**config.mk**
```make
export PLATFORM = sky130hd
export DESIGN_NAME = imem_loader
export DESIGN_NICKNAME = d
export VERILOG_FILES = /design/src/rtl/imem_loader_pkg.sv /design/src/rtl/imem_word_assembler.sv /design/src/rtl/imem_loader.sv
export SDC_FILE = /design/constraint.sdc
export NUM_CORES = 1
export LEC_CHECK = 0
export BUFFER_PORTS_ARGS = -buffer_cell sky130_fd_sc_hd__clkbuf_2
export CAP_MARGIN = 40
export CORE_MARGIN = 4
export CORE_UTILIZATION = 61
export CTS_BUF_LIST = sky130_fd_sc_hd__clkbuf_2 sky130_fd_sc_hd__clkbuf_4 sky130_fd_sc_hd__clkbuf_8
export CTS_CLUSTER_SIZE = 28
export DETAILED_ROUTE_END_ITERATION = 16
export PLACE_DENSITY_LB_ADDON = 0.12
export SYNTH_ARGS = -nofsm -noshare
export SYNTH_HDL_FRONTEND = slang
export SYNTH_SLANG_ARGS = --single-unit
```
**constraint.sdc**
```tcl
create_clock -name clk -period 3.25 [get_ports clk]
set_input_delay 0.325 -clock clk [delete_from_list [all_inputs] [get_ports clk]]
set_output_delay 0.325 -clock clk [all_outputs]
set_load 0.01 [all_outputs]
```
**src/rtl/imem_loader_pkg.sv**
```systemverilog
// imem_loader_pkg: loader state encoding and frame-format byte counts
package imem_loader_pkg;
  typedef enum logic [2:0] {S_IDLE, S_HDR0, S_HDR1, S_DATA, S_CSUM, S_DONE} state_t;
  localparam int HDR_BYTES = 2;
  localparam int TRL_BYTES = 1;
endpackage

```
**src/rtl/imem_word_assembler.sv**
```systemverilog
// imem_word_assembler: MSB-first byte-to-word shifter, pulses o_word_valid with the 4th byte
module imem_word_assembler (
  input  logic        clk,
  input  logic        rst,
  input  logic        i_clr,
  input  logic        i_en,
  input  logic [7:0]  i_byte,
  output logic [31:0] o_word,
  output logic        o_word_valid
);
  logic [23:0] r_sr;
  logic [1:0]  r_cnt;
  always_ff @(posedge clk) begin
    if (rst || i_clr) begin
      r_sr  <= '0;
      r_cnt <= '0;
    end else if (i_en) begin
      r_sr  <= {r_sr[15:0], i_byte};
      r_cnt <= r_cnt + 2'd1;
    end
  end
  assign o_word       = {r_sr, i_byte};
  assign o_word_valid = i_en && (r_cnt == 2'd3);
endmodule

```
**src/rtl/imem_loader.sv**
```systemverilog
// imem_loader: receives a counted, XOR-checksummed byte frame and writes it into instruction memory
module imem_loader
  import imem_loader_pkg::*;
#(
  parameter int ADDR_W = 8,
  parameter int CNT_W  = 16
) (
  input  logic              clk,
  input  logic              rst,
  input  logic              load_start,
  input  logic [7:0]        in_data,
  input  logic              in_valid,
  output logic              in_ready,
  output logic              im_we,
  output logic [ADDR_W-1:0] im_addr,
  output logic [31:0]       im_wdata,
  output logic              cpu_hold,
  output logic              done,
  output logic              err_ovf,
  output logic              err_csum
);
  localparam int DEPTH = 2**ADDR_W;
  state_t            r_state, w_next;
  logic [7:0]        r_cnt_hi, r_csum;
  logic [CNT_W-1:0]  r_n, r_idx, w_n_rx;
  logic              r_we, r_ovf, r_ecsum;
  logic [ADDR_W-1:0] r_addr;
  logic [31:0]       r_wdata, w_word;
  logic              w_xfer, w_start, w_wv, w_last, w_in_range;
  assign w_xfer     = in_valid && in_ready;
  assign w_start    = load_start && (r_state == S_IDLE || r_state == S_DONE);
  assign w_n_rx     = CNT_W'({r_cnt_hi, in_data});
  assign w_last     = r_idx == r_n - CNT_W'(1);
  assign w_in_range = 32'(r_idx) < DEPTH;
  imem_word_assembler u_asm (
    .clk          (clk),
    .rst          (rst),
    .i_clr        (w_start),
    .i_en         (w_xfer && r_state == S_DATA),
    .i_byte       (in_data),
    .o_word       (w_word),
    .o_word_valid (w_wv)
  );
  always_ff @(posedge clk) begin
    if (rst) r_state <= S_IDLE;
    else     r_state <= w_next;
  end
  always_comb begin
    w_next   = r_state;
    in_ready = r_state inside {S_HDR0, S_HDR1, S_DATA, S_CSUM};
    cpu_hold = in_ready;
    done     = r_state == S_DONE;
    case (r_state)
      S_IDLE, S_DONE: if (w_start) w_next = S_HDR0;
      S_HDR0:         if (w_xfer) w_next = S_HDR1;
      S_HDR1:         if (w_xfer) w_next = (w_n_rx == '0) ? S_CSUM : S_DATA;
      S_DATA:         if (w_wv && w_last) w_next = S_CSUM;
      S_CSUM:         if (w_xfer) w_next = S_DONE;
      default:        w_next = S_IDLE;
    endcase
  end
  // words past DEPTH are still consumed and checksummed, only the write is dropped
  always_ff @(posedge clk) begin
    if (rst) begin
      r_cnt_hi <= '0;
      r_csum   <= '0;
      r_n      <= '0;
      r_idx    <= '0;
      r_we     <= 1'b0;
      r_ovf    <= 1'b0;
      r_ecsum  <= 1'b0;
      r_addr   <= '0;
      r_wdata  <= '0;
    end else begin
      r_we <= w_wv && w_in_range;
      if (w_wv && w_in_range) begin
        r_addr  <= r_idx[ADDR_W-1:0];
        r_wdata <= w_word;
      end
      if (w_wv) r_idx <= r_idx + CNT_W'(1);
      if (w_start) begin
        r_cnt_hi <= '0;
        r_csum   <= '0;
        r_n      <= '0;
        r_idx    <= '0;
        r_ovf    <= 1'b0;
        r_ecsum  <= 1'b0;
      end
      if (w_xfer && r_state == S_HDR0) r_cnt_hi <= in_data;
      if (w_xfer && r_state == S_HDR1) begin
        r_n   <= w_n_rx;
        r_ovf <= 32'(w_n_rx) > DEPTH;
      end
      if (w_xfer && r_state == S_DATA) r_csum <= r_csum ^ in_data;
      if (w_xfer && r_state == S_CSUM) r_ecsum <= in_data != r_csum;
    end
  end
  assign im_we    = r_we;
  assign im_addr  = r_addr;
  assign im_wdata = r_wdata;
  assign err_ovf  = r_ovf;
  assign err_csum = r_ecsum;
endmodule

```
Word level (Yosys, flattened, before mapping)
Index checks and enable logic that the tools add are counted.

Bits in registers: 120. Output and inout bits: 46. Bits of input ports: 12. Word-level logic and storage cells: 67.

Bitwise logic cells: 1. Reductions and logical operators: 21. Magnitude comparators: 2. Multiplexer cells: 15. Equal/unequal tests: 13. Add/subtract/negate cells: 3.

Operators with widths (number): 16-bit 2-to-1 mux (2); 8-bit 2-to-1 mux (3); 3-bit 2-to-1 mux (6); 16-bit by 1-bit adder with 16-bit output, second input constant (1); 16-bit == test (1); 16-bit by 9-bit greater-than comparator with 1-bit output, second input constant (1); 16-bit logical NOT (1); 16-bit by 9-bit less-than comparator with 1-bit output, second input constant (1); 16-bit by 1-bit subtractor with 16-bit output, second input constant (1); 3-bit one-hot mux with 5 select lines (1); 1-bit logical AND (9); 8-bit != test (1); 2-bit nonzero test (4); 8-bit bitwise XOR (1); 3-bit by 2-bit == test with 1-bit output, second input constant (2); 3-bit == test, second input constant (2); 2-bit != test, second input constant (3); 5-bit AND reduction (1); 2-bit by 1-bit != test with 1-bit output, second input constant (2); 4-bit nonzero test (1); 2-bit OR reduction (2); 3-bit by 1-bit == test with 1-bit output, second input constant (1); 3-bit logical NOT (1); 1-bit 2-to-1 mux (3); 3 further kinds (4).

Depth between registers and ports, before layout
Gate-level depths: netlist (run 1).

Depth after elaboration: 8. Depth in mapped cells: 10. Gate-level depth less buffers: 8.

Hierarchy
Synthesis (run 1) repeated with hierarchy kept, for this count alone.

Cells, all modules: 634. Area, all modules: 5361.4 um^2.

By module, submodules not included: imem_loader (sequential area each 1881.8 um^2, times used 1, cells an instance 539, area each 4321.6 um^2); imem_word_assembler (sequential area each 520.5 um^2, times used 1, cells an instance 95, area each 1039.7 um^2).

Worst setup path after synthesis (run 1)
No wires, ideal clock.

Kind: reg-to-reg. From: register r_n[0]. To: register r_state[0]. Arrival: 2.331 ns. Path slack: 0.792 ns. Required time: 3.122 ns. Cell stages (with the launch flop): 10. Clock period less this slack: 2.458 ns. Setup time: 0.128 ns. Path buffers: 1. Path through: dfxtp_1 -> inv_1 -> ha_1 -> or4b_1 -> clkbuf_1 -> or4_1 -> a22oi_1 -> nand4_1 -> a2111oi_0 -> nor2_1.

Word-level cells in the longest chain between the ends: 5.

Ends and longest elaborated chain: start: declaration (RTL line imem_loader.sv:25) `logic [CNT_W-1:0] r_n, r_idx, w_n_rx;`; start signal: assignment (RTL line imem_loader.sv:91) `r_n <= w_n_rx;`; 16-bit by 1-bit subtractor with 16-bit output (RTL line imem_loader.sv:33) `assign w_last = r_idx == r_n - CNT_W'(1);`; 16-bit == test (RTL line imem_loader.sv:33); 1-bit logical AND (RTL line imem_loader.sv:57) `S_DATA: if (w_wv && w_last) w_next = S_CSUM;`; 2-bit by 1-bit != test with 1-bit output (no line); 5-bit AND reduction (no line); end signal: assignment (RTL line imem_loader.sv:46) `else r_state <= w_next;`; end: declaration (RTL line imem_loader.sv:23) `state_t r_state, w_next;`.

Every way passes these cells. A chain may end at the register's enable or synchronous reset.

Worst setup path in the final report (run 1)
Ends and elaborated chain as after synthesis.

==> results of run 1 <==
-- cell usage after synthesis (2+ instances only) --
master / number
clkbuf_1: 44
nand3_1: 8
a21o_1: 3
ha_1: 3
and4b_1: 2
a2111oi_0: 2
nand2b_1: 2
nor4_1: 13
a22o_1: 8
and3b_1: 2
nor3_1: 9
and3_1: 4
or4_1: 6
o22ai_1: 2
a211oi_1: 2
nor2_1: 55
nand2_1: 144
nor2b_1: 10
nand4_1: 9
a22oi_1: 24
or3b_2: 2
mux2i_1: 2
buf_2: 7
o31ai_1: 2
or2_2: 2
o211ai_1: 3
or3_1: 7
and2_1: 4
o21ai_0: 15
o21ai_1: 6
dfxtp_1: 120
xor2_1: 14
xnor2_1: 22
inv_1: 8
a21oi_1: 83
-- kinds of logic after synthesis --
family	count (synthesis)
AND/OR/NAND/NOR	289
flip-flops	120
multiplexers	2
adder cells (fa/ha/maj)	3
XOR/XNOR	36
buffers and inverters	62
AO/OA/AOI/OAI	158
-- stage by stage --
| step | util [%] | power [mW] | area (um2) | hold WS [ns] | setup slack, ns |
|---|---|---|---|---|---|
| after floorplan | - | 1.711 | 5315 | 0.4321 | 0.7917 |
| after global placement | 66.82 | 1.767 | 5573 | 0.4414 | 0.6018 |
| after detailed placement | 66.82 | 1.772 | 5573 | 0.4440 | 0.5021 |
| after CTS | 72.10 | 3.215 | 6013 | 0.2219 | 0.4734 |
| after global routing | 72.10 | 3.315 | 6013 | 0.2261 | 0.2970 |
| final | 72.10 | 3.207 | 6013 | 0.2259 | 0.4922 |
-- power groups by stage --
stage               Sequential [mW]  Combinational [mW]  Clock [mW]
floorplan                      1.53               0.183           0
global placement               1.54               0.225           0
detailed placement             1.54               0.229           0
CTS                            1.51               0.230        1.48
global route                   1.51               0.256        1.55
finish                         1.51               0.232        1.46
-- final timing paths --
kind	slack, ns	startpoint	end	cells past startpoint
hold reg to reg	0.45	im_wdata[30]	im_wdata[30]	2
setup / recovery	0.49	r_n[0]	r_state[0]	8
hold / removal	0.23	in_data[6]	im_wdata[6]	3
setup reg to reg	0.49	r_n[0]	r_state[0]	8
-- state kept, by name (all words and copies together) (netlist names) --
signal / count
r_csum: 8
u_asm.r_sr: 24
u_asm.r_cnt: 2
im_wdata: 32
err_csum: 1
r_cnt_hi: 8
r_state: 3
err_ovf: 1
im_we: 1
im_addr: 8
r_n: 16
r_idx: 16
-- cell usage in the layout, fill, tap and decap left out, types with 8 or more instances in the layout --
| cell type | synthesis | routed |
|---|---|---|
| a22o_1 | 8 | 8 |
| nor2b_1 | 10 | 10 |
| xor2_1 | 14 | 14 |
| o21ai_0 | 15 | 15 |
| clkbuf_2 | 0 | 57 |
| nor3_1 | 9 | 9 |
| a22oi_1 | 24 | 24 |
| dfxtp_1 | 120 | 120 |
| nand4_1 | 9 | 9 |
| a21oi_1 | 83 | 83 |
| inv_1 | 8 | 8 |
| nor4_1 | 13 | 13 |
| nor2_1 | 55 | 55 |
| nand3_1 | 8 | 8 |
| xnor2_1 | 22 | 22 |
| clkbuf_8 | 0 | 17 |
| nand2_1 | 144 | 144 |
-- worst reg2reg max path, stage by stage (launching register included) --
cell	delay [ns]
dfxtp_1	0.39
inv_1	0.09
ha_1	0.24
or4b_1	0.64
or4_1	0.52
a22oi_1	0.25
nand4_1	0.13
a2111oi_0	0.32
nor2_1	0.07
-- layout make-up --
class	instances	area, um2	share of cell area (%)
multi-input cells	488	2668	44.36
flip-flops and latches	120	2402	39.95
repair buffers	64	337.8	5.618
clock buffers	18	241.5	4.016
clock inverters	14	198.9	3.308
well taps	105	131.4	2.185
inverters	9	33.78	0.5618
-- metal layers --
layer | vias up | GRT usage, %
li1 | 2367 | -
met1 | 2237 | 34.25
met2 | 149 | 40.39
met3 | 24 | 4.959
met4 | 0 | 9.100
met5 | - | 0
==> run_results.csv, run 1 <==
group,metric,value,unit
cells_and_area,final_cells,818,
sta,min_period,2.758,ns
logic_synthesis,syn_area,5315,um2
place,hpwl,8.665,mm
setup_path,critical_path.startpoint_type,"flip-flop",
logic_synthesis,synth_top_area_share,45.20,%
pwr,powerDensity,533.4,nW/um2
sta,slew_headroom,39.37,%
die,num_io_pins,58,
place,dp_cells,786,
pwr,switchingPower,794.7,uW
routing,top_layer,"met4",
routing,wl,12.70,mm
clock_tree,cts_sinks,120,
routing,drt_first_iter_violations,301,
logic_synthesis,yosys_warnings,0,
logic_synthesis,synth-compound-area-share,17.89,%
routing,route.vias.total,4777,
logic_synthesis,synthAdderAreaFrac,0.7062,%
run,maxCapViolations,0,
logic_synthesis,synth_edf_count,0,
cells_and_area,area_delta_synth_final,13.14,%
sta,setup_tns,0,ns
die,die_x,101.3,um
grt,grt.total_usage,25.32,%
grt,grt_max_degree,64,
setup_path,crit_fanout,9,
cells_and_area,nFillCells,650,
clock_tree,clock_path_buffers,2,
die,design.core.area,8341,um2
pwr,swShare,24.78,%
logic_synthesis,ys_ff_latch,120,
sta,period_share,84.86,%
sta,fmax,362.6,MHz
logic_synthesis,synth_cells,670,
routing,firstDrtPassIters,6,
grt,grt_overflow,0,
logic_synthesis,synthSimpleGateAreaFrac,25.28,%
pwr,p_seq_share,47.1,%
place,portBuffers,57,
clock_tree,cts_max_level,4,
sta,setup_violations,0,
grt,grt_pass1_vias,4348,
sta,finalMaxSlewViolations,0,
sta,finalHoldViolCount,0,
grt,grt_pass1_wl,20.84,mm
clock_tree,cts_resized,0,
logic_synthesis,synthArstFlopShare,0,%
die,start_util,63.73,%
setup_path,slowest_stage,"or4b_1",
setup_path,worst-path-buf-inv,1,
setup_path,critPathMaxStageDelay,0.63,ns
clock_tree,clk_pin_slew_worst_paths,0.08,ns
routing,met2_length,5.938,mm
clock_tree,clockRootBuffer,"clkbuf_8",
pwr,p_clk_share,45.7,%
setup_path,endpoint_kind,"flip-flop",
min_path,hold_path.class,"in2reg",
logic_synthesis,synth_top_family_by_area,"simple AND/OR/NAND/NOR gates",
routing,detail-route-antenna-nets,0,
grt,antenna_found_initial,0,
routing,avgViaCountPerCell,5.840,
logic_synthesis,synth_xor_area_share,5.932,%
sta,worstMarginPinSlew,0.9024,ns
sta,rsz0062_at_grt,"no",
clock_tree,cts_buffers,17,
logic_synthesis,synthDistinctLibCells,56,
cells_and_area,diodes,0,
status,run_status,"finished clean",
setup_path,cp_cell_sequence,"inv_1, ha_1, or4b_1, or4_1, a22oi_1, nand4_1, a2111oi_0, nor2_1",
routing,wl_per_cell,15.53,um
sta,fin_skew,0.01079,ns
clock_tree,clk_latency,0.43,ns
routing,wl_met3,725,um
routing,drt-met1-wl,5.815,mm
die,core.rowCount,33,
pwr,p_leak,2.187,nW
setup_path,cp.arrival,3.07,ns
logic_synthesis,seq_area_frac_synth,45.20,%
clock_tree,post-cts-setup-buffer-count,0,
logic_synthesis,syn_area_per_cell,7.933,um2
routing,drc_errors,0,
logic_synthesis,synth.area.mux_share,0.3766,%
setup_path,worstSetupPathType,"reg2reg",
cells_and_area,finalNetCount,715,
die,die_area,10270,um2
setup_path,required,3.56,ns
clock_tree,cts_tree,"yes",
clock_tree,holdBufCountCts,0,
logic_synthesis,synth_largest_area_cell,"dfxtp_1",
logic_synthesis,synth_area_leaders,"dfxtp_1 (45%), nand2_1 (10%), a21oi_1 (7.8%), nor2_1 (3.9%), xnor2_1 (3.6%)",
die,die_h,101.3,um
pwr,vdd.ir_drop.worst,0.0003295,V
pwr,intPower,2.413,mW
place,place_congestion,0.8792,
pwr,p_comb_share,7.2,%
logic_synthesis,syn-num-nets,685,
logic_synthesis,ys.flop_type,"dfxtp_1",
cells_and_area,drive_above_1_share,14.73,%
setup_path,path_delay_family,"simple AND/OR/NAND/NOR gates",
Power figures use the tool's default switching activity.
==> inputs of run 2 (changes only) <==
ABC_AREA = 1   (was default)
clock period = 2.8 ns   (was 3.25 ns; I/O delays follow)
==> run 2 against run 1 <==
  * Utilization is 0.24 points higher
  * Setup slack better by 0.16 ns
  * Total power is 32% higher
  * Clock skew is 0.00058 ns higher
  * Clock-buffer cell count stayed put
  * Routed wire length is 2.5% higher
  * Sequential cell count stayed put
  * Non-clock buffer count stayed put
  * Synthesized cell count is 13% higher
  * Critical endpoint is now r_state[2]
  * Largest power group unchanged
==> run_results.csv, run 2 <==
group,metric,value,unit
sta,setup_violations,0,
routing,avgViaCountPerCell,5.465,
logic_synthesis,synth_edf_count,0,
clock_tree,clockRootBuffer,"clkbuf_8",
setup_path,critical_path.startpoint_type,"flip-flop",
clock_tree,post-cts-setup-buffer-count,0,
setup_path,endpoint_kind,"flip-flop",
cells_and_area,fin_util,72.34,%
logic_synthesis,synthArstFlopShare,0,%
place,placed_area,5694,um2
cells_and_area,layout_commonest_cell,"nand2_1",
cells_and_area,fin_area,6063,um2
clock_tree,cts_sinks,120,
logic_synthesis,synth_area_leaders,"dfxtp_1 (45%), nand2_1 (14%), nor2_1 (7.9%), a21oi_1 (7.7%), inv_1 (4.3%)",
logic_synthesis,synthDistinctLibCells,38,
clock_tree,clk_pin_slew_worst_paths,0.08,ns
logic_synthesis,ys_ff_latch,120,
setup_path,critPathMaxStageDelay,0.33,ns
sta,period_share,76.73,%
die,start_util,63.89,%
setup_path,slowest_stage,"dfxtp_1",
clock_tree,cts_tree,"yes",
die,core.rowCount,33,
sta,rsz0062_at_grt,"no",
place,portBuffers,57,
setup_path,path_delay_family,"simple AND/OR/NAND/NOR gates",
sta,final.setup.worst_slack,0.6517,ns
clock_tree,cts_buffers,17,
grt,grt.total_usage,26.13,%
routing,wl_per_cell,13.99,um
cells_and_area,finalNetCount,828,
place,hpwl,9.190,mm
cells_and_area,area_delta_synth_final,13.22,%
status,run_status,"finished clean",
routing,firstDrtPassIters,6,
pwr,vdd.ir_drop.worst,0.0007404,V
logic_synthesis,ys_top_cells_by_count,"nand2_1 (194), dfxtp_1 (120), nor2_1 (113)",
grt,grt_pass1_wl,21.57,mm
sta,slew_headroom,66.84,%
sta,worstMarginPinSlew,0.4943,ns
clock_tree,clock_path_buffers,2,
routing,wl,13.02,mm
die,design.core.area,8382,um2
routing,drt_first_iter_violations,378,
place,place_congestion,0.9360,
setup_path,cp.arrival,2.46,ns
pwr,powerDensity,696.6,nW/um2
grt,grt_overflow,0,
logic_synthesis,synth_top_area_share,44.86,%
setup_path,worst-path-buf-inv,3,
setup_path,crit_top_cell,"nand2_1",
routing,route.vias.total,5088,
clock_tree,clk_latency,0.43,ns
sta,min_period,2.148,ns
die,num_io_pins,58,
clock_tree,holdBufCountCts,0,
sta,fmax,465.5,MHz
setup_path,worstSetupPathType,"reg2reg",
logic_synthesis,synth_cells,759,
pwr,total_power,4.224,mW
logic_synthesis,seq_area_frac_synth,44.86,%
sta,finalMaxSlewViolations,0,
cells_and_area,final_cell_mix,"nand2_1 (194), dfxtp_1 (120), nor2_1 (113), a21oi_1 (82), inv_1 (62)",
grt,grt_max_degree,51,
die,die_x,101.7,um
pwr,p_leak,2.593,nW
place,post-place-ws,0.7208,ns
sta,fin_skew,0.01137,ns
setup_path,crit_fanout,5,
logic_synthesis,synth.most_common_cell,"nand2_1",
die,die_area,10340,um2
die,die_h,101.7,um
run,maxCapViolations,0,
sta,setup_tns,0,ns
logic_synthesis,syn_area,5355,um2
setup_path,cp_cell_sequence,"inv_1, ha_1, inv_1, nor2_1, nand2_1, nor2_1, nand2_1, nand2_1, nand2_1, nand2_1, nand2_1, inv_1, nand4_1, nand2_1, nand3_1, nand2_1, nor2_1",
logic_synthesis,syn-num-nets,774,
routing,detail-route-antenna-nets,0,
clock_tree,cts_max_level,4,
logic_synthesis,syn_area_per_cell,7.056,um2
routing,drc_errors,0,
min_path,hold_path.class,"in2reg",
logic_synthesis,synth_largest_area_cell,"dfxtp_1",
logic_synthesis,ys.flop_type,"dfxtp_1",
setup_path,required,3.11,ns
clock_tree,cts_resized,0,
cells_and_area,diodes,0,
logic_synthesis,yosys_warnings,0,
grt,antenna_found_initial,0,
cells_and_area,drive_above_1_share,14.53,%
cells_and_area,largest_reg_flops,32,
grt,grt_pass1_vias,4644,
sta,finalHoldViolCount,0,
## run 2: cell count changes in the layout (fill, tap and decap cells not counted), moves of 5 or more
cell and delta:
nor2_1 +58, inv_1 +54, nand2_1 +50, nand3_1 +35, o21ai_0 +24, a22oi_1 -23
xnor2_1 -18, nor2b_1 -10, nor4_1 -9, a22o_1 -8, nor3_1 -7, or3_1 -7
or4_1 -6, nor2_2 +5
## run 2: area by class of cell
class	count	area [um2]
multi-input cells	542	2567
flip-flops and latches	120	2402
repair buffers	64	337.8
well taps	105	131.4
fillers	708	2318
inverters	68	255.2
clock buffers	18	241.5
clock inverters	14	127.6
## run 2: per-stage QoR
step	cells	hold WS [ns]
after floorplan	759	0.4276
after global placement	899	0.4485
after detailed placement	899	0.4528
after CTS	931	0.1644
after global routing	931	0.1908
final	931	0.1849
## run 2: path summary, 6_finish.rpt
kind                                      from             end  slack, ns  cells after the start
worst min register to register  u_asm.r_sr[19]  u_asm.r_sr[19]       0.46                      2
worst min-delay path                in_data[2]     im_wdata[2]       0.18                      3
worst max register to register          r_n[0]      r_state[2]       0.65                     17
worst max-delay path                    r_n[0]      r_state[2]       0.65                     17
## run 2: metal layers
layer / up-vias / GRT usage (%) / wire (um)
met2: 179 / 42.10 / 6168
met4: 0 / 8.487 / 196
met1: 2330 / 35.75 / 5807
li1: 2552 / - / -
met3: 27 / 4.477 / 851
met5: - / 0 / 0
## run 2: kinds of logic after synthesis
family	count (synthesis)	synth area share, %
AO/OA/AOI/OAI	139	13.57
flip-flops	120	44.86
AND/OR/NAND/NOR	382	30.47
adder cells (fa/ha/maj)	3	0.7010
buffers and inverters	97	7.196
XOR/XNOR	18	3.201
## run 2: tightest hold or removal path, stage by stage
cell and delay [ns]:
clkbuf_2 0.14, inv_1 0.09, a21oi_1 0.06
## run 2: power breakdown
part	switching, mW	internal (mW)
Combinational	0.656	0.298
Sequential	0.0601	1.76
Clock	0.732	0.714
Total	1.45	2.78
==> inputs of run 3 (changes only) <==
ABC_AREA = 0   (was 1)
clock period = 2 ns   (was 2.8 ns; I/O delays follow)
==> run 3 against run 2 <==
  * The run now ends with negative setup slack left
  * Non-clock buffer count rose by 61
  * Clock-buffer cell count did not move
  * Utilization rose by 6.8 points
  * Worst hold slack got worse by 0.13 ns
  * Critical path type unchanged
  * Critical endpoint is now r_state[1]
==> run_results.csv, run 3 (synthesized netlist as in run 1, its figures left out) <==
group,metric,value,unit
status,run_status,"complete, but fails checks",
status,violations,"negative setup slack",
grt,grt.total_usage,29.52,%
pwr,intPower,3.986,mW
cells_and_area,fin_util,79.13,%
routing,wl_met3,1.109,mm
routing,drc_errors,0,
clock_tree,clock_path_buffers,2,
die,start_util,63.73,%
cells_and_area,final_cells,879,
cells_and_area,diodes,0,
pwr,vdd.ir_drop.worst,0.0005415,V
place,portBuffers,57,
sta,finalHoldViolCount,0,
sta,rsz0062_at_grt,"yes",
clock_tree,clk_latency,0.44,ns
setup_path,critical_path.startpoint_type,"flip-flop",
setup_path,cp_cell_sequence,"inv_2, ha_4, or4b_4, buf_4, nand4bb_1, xnor2_1, nand3_2, a2111oi_4, nor3_1",
cells_and_area,final_cell_mix,"nand2_1 (143), dfxtp_1 (114), a21oi_1 (82), buf_4 (66), clkbuf_2 (57)",
grt,antenna_found_initial,0,
setup_path,worstSetupPathType,"reg2reg",
cells_and_area,area_delta_synth_final,24.18,%
clock_tree,cts_buffers,17,
pwr,swShare,25.31,%
clock_tree,clk_pin_slew_worst_paths,0.08,ns
grt,grt_overflow,0,
sta,period_share,118.2,%
setup_path,crit_fanout,5,
pwr,p_leak,2.529,nW
setup_path,critPathMaxStageDelay,0.49,ns
sta,setup_tns,-1.073,ns
pwr,total_power,5.337,mW
clock_tree,cts_tree,"yes",
routing,avgViaCountPerCell,5.974,
place,dp_cells,839,
routing,drt-met1-wl,6.040,mm
pwr,p_clk_share,45.1,%
sta,setup_violations,3,
place,post-place-ws,-0.4277,ns
setup_path,required,2.32,ns
sta,hold_ws,0.05043,ns
min_path,hold_path.class,"in2reg",
sta,final.setup.worst_slack,-0.3641,ns
run,maxCapViolations,0,
cells_and_area,drive_above_1_share,24.55,%
grt,grt_pass1_wl,24.11,mm
routing,firstDrtPassIters,5,
pwr,p_comb_share,9.3,%
routing,route.vias.total,5251,
setup_path,slowest_stage,"or4b_4",
place,hpwl,9.855,mm
routing,wl_per_cell,16.68,um
clock_tree,cts_max_level,4,
die,design.core.area,8341,um2
die,die_h,101.3,um
pwr,powerDensity,808.6,nW/um2
routing,drt_first_iter_violations,391,
sta,fmax,423.0,MHz
sta,finalMaxSlewViolations,0,
cells_and_area,largest_reg_flops,32,
pwr,p_seq_share,45.6,%
cells_and_area,layout_commonest_cell,"nand2_1",
setup_path,endpoint_kind,"flip-flop",
die,die_x,101.3,um
routing,detail-route-antenna-nets,0,
sta,min_period,2.364,ns
die,die_area,10270,um2
clock_tree,cts_sinks,120,
die,core.rowCount,33,
cells_and_area,finalNetCount,776,
setup_path,cp.arrival,2.68,ns
cells_and_area,fin_area,6600,um2
routing,met2_length,7.137,mm
place,placed_area,6040,um2
grt,grt_max_degree,59,
routing,wl,14.66,mm
sta,slew_headroom,55.41,%
sta,worstMarginPinSlew,0.6679,ns
die,num_io_pins,58,
cells_and_area,nFillCells,575,
clock_tree,clockRootBuffer,"clkbuf_8",
sta,fin_skew,0.01492,ns
routing,top_layer,"met4",
pwr,switchingPower,1.351,mW
grt,grt_pass1_vias,5131,
place,place_congestion,0.8679,
## run 3: changes by cell type in the layout (fill, tap and decap cells not counted), sizes merged, moves of 6 or more
| cell | change |
|---|---|
| nor2 | -68 |
| a22oi | +23 |
| nand3 | -37 |
| nor3 | +6 |
| o21ai | -25 |
| a22o | +8 |
| nand2 | -55 |
| nor4 | +9 |
| or4 | +6 |
| or3 | +8 |
| xnor2 | +18 |
| buf | +61 |
| nor2b | +10 |
| inv | -57 |
## run 3: worst paths after layout
check               start  slack [ns]      endpoint  cells past startpoint
min reg2reg  im_wdata[15]        0.45  im_wdata[15]                      2
max reg2reg        r_n[1]       -0.36    r_state[1]                      9
min            in_data[4]        0.05   im_wdata[4]                      3
max                r_n[1]       -0.36    r_state[1]                      9
## run 3: layout make-up
type                    instances  area [um2]  share of cell area (%)
multi-input cells             488        2764                   41.88
flip-flops and latches        120        2410                   36.51
repair buffers                125       820.8                   12.44
clock buffers                  18       241.5                   3.659
clock inverters                14       198.9                   3.014
well taps                     105       131.4                   1.991
inverters                       9       33.78                  0.5118
## run 3: critical path: cells and delay by family (launching register included)
| kind | cells | cell delay [ns] |
|---|---|---|
| AO/OA/AOI/OAI | 1 | 0.34 |
| XOR/XNOR | 1 | 0.30 |
| adder cells (fa/ha/maj) | 1 | 0.13 |
| buffers and inverters | 2 | 0.23 |
| flip-flops | 1 | 0.32 |
| AND/OR/NAND/NOR | 4 | 0.92 |
## run 3: layer usage
layer / track usage [%] / up-vias
met2: 48.44 / 232
met1: 36.46 / 2483
met3: 8.127 / 42
met4: 12.68 / 0
met5: 0 / -
li1: - / 2494
## run 3: power groups by stage
stage | Combinational (mW) | Clock, mW | Sequential (mW)
after global placement | 0.450 | 0 | 2.49
final | 0.498 | 2.41 | 2.43
after floorplan | 0.310 | 0 | 2.48
after global routing | 0.541 | 2.53 | 2.43
after CTS | 0.481 | 2.42 | 2.43
after detailed placement | 0.466 | 0 | 2.49
## run 3: what timing repair did
item	CTS	global route
gates resized for setup	6	7
hold endpoints to repair	0	0
hold buffers	0	0
gates cloned	0	0
endpoints found under the setup margin	3	4
setup buffers	7	1
pin swaps	4	5
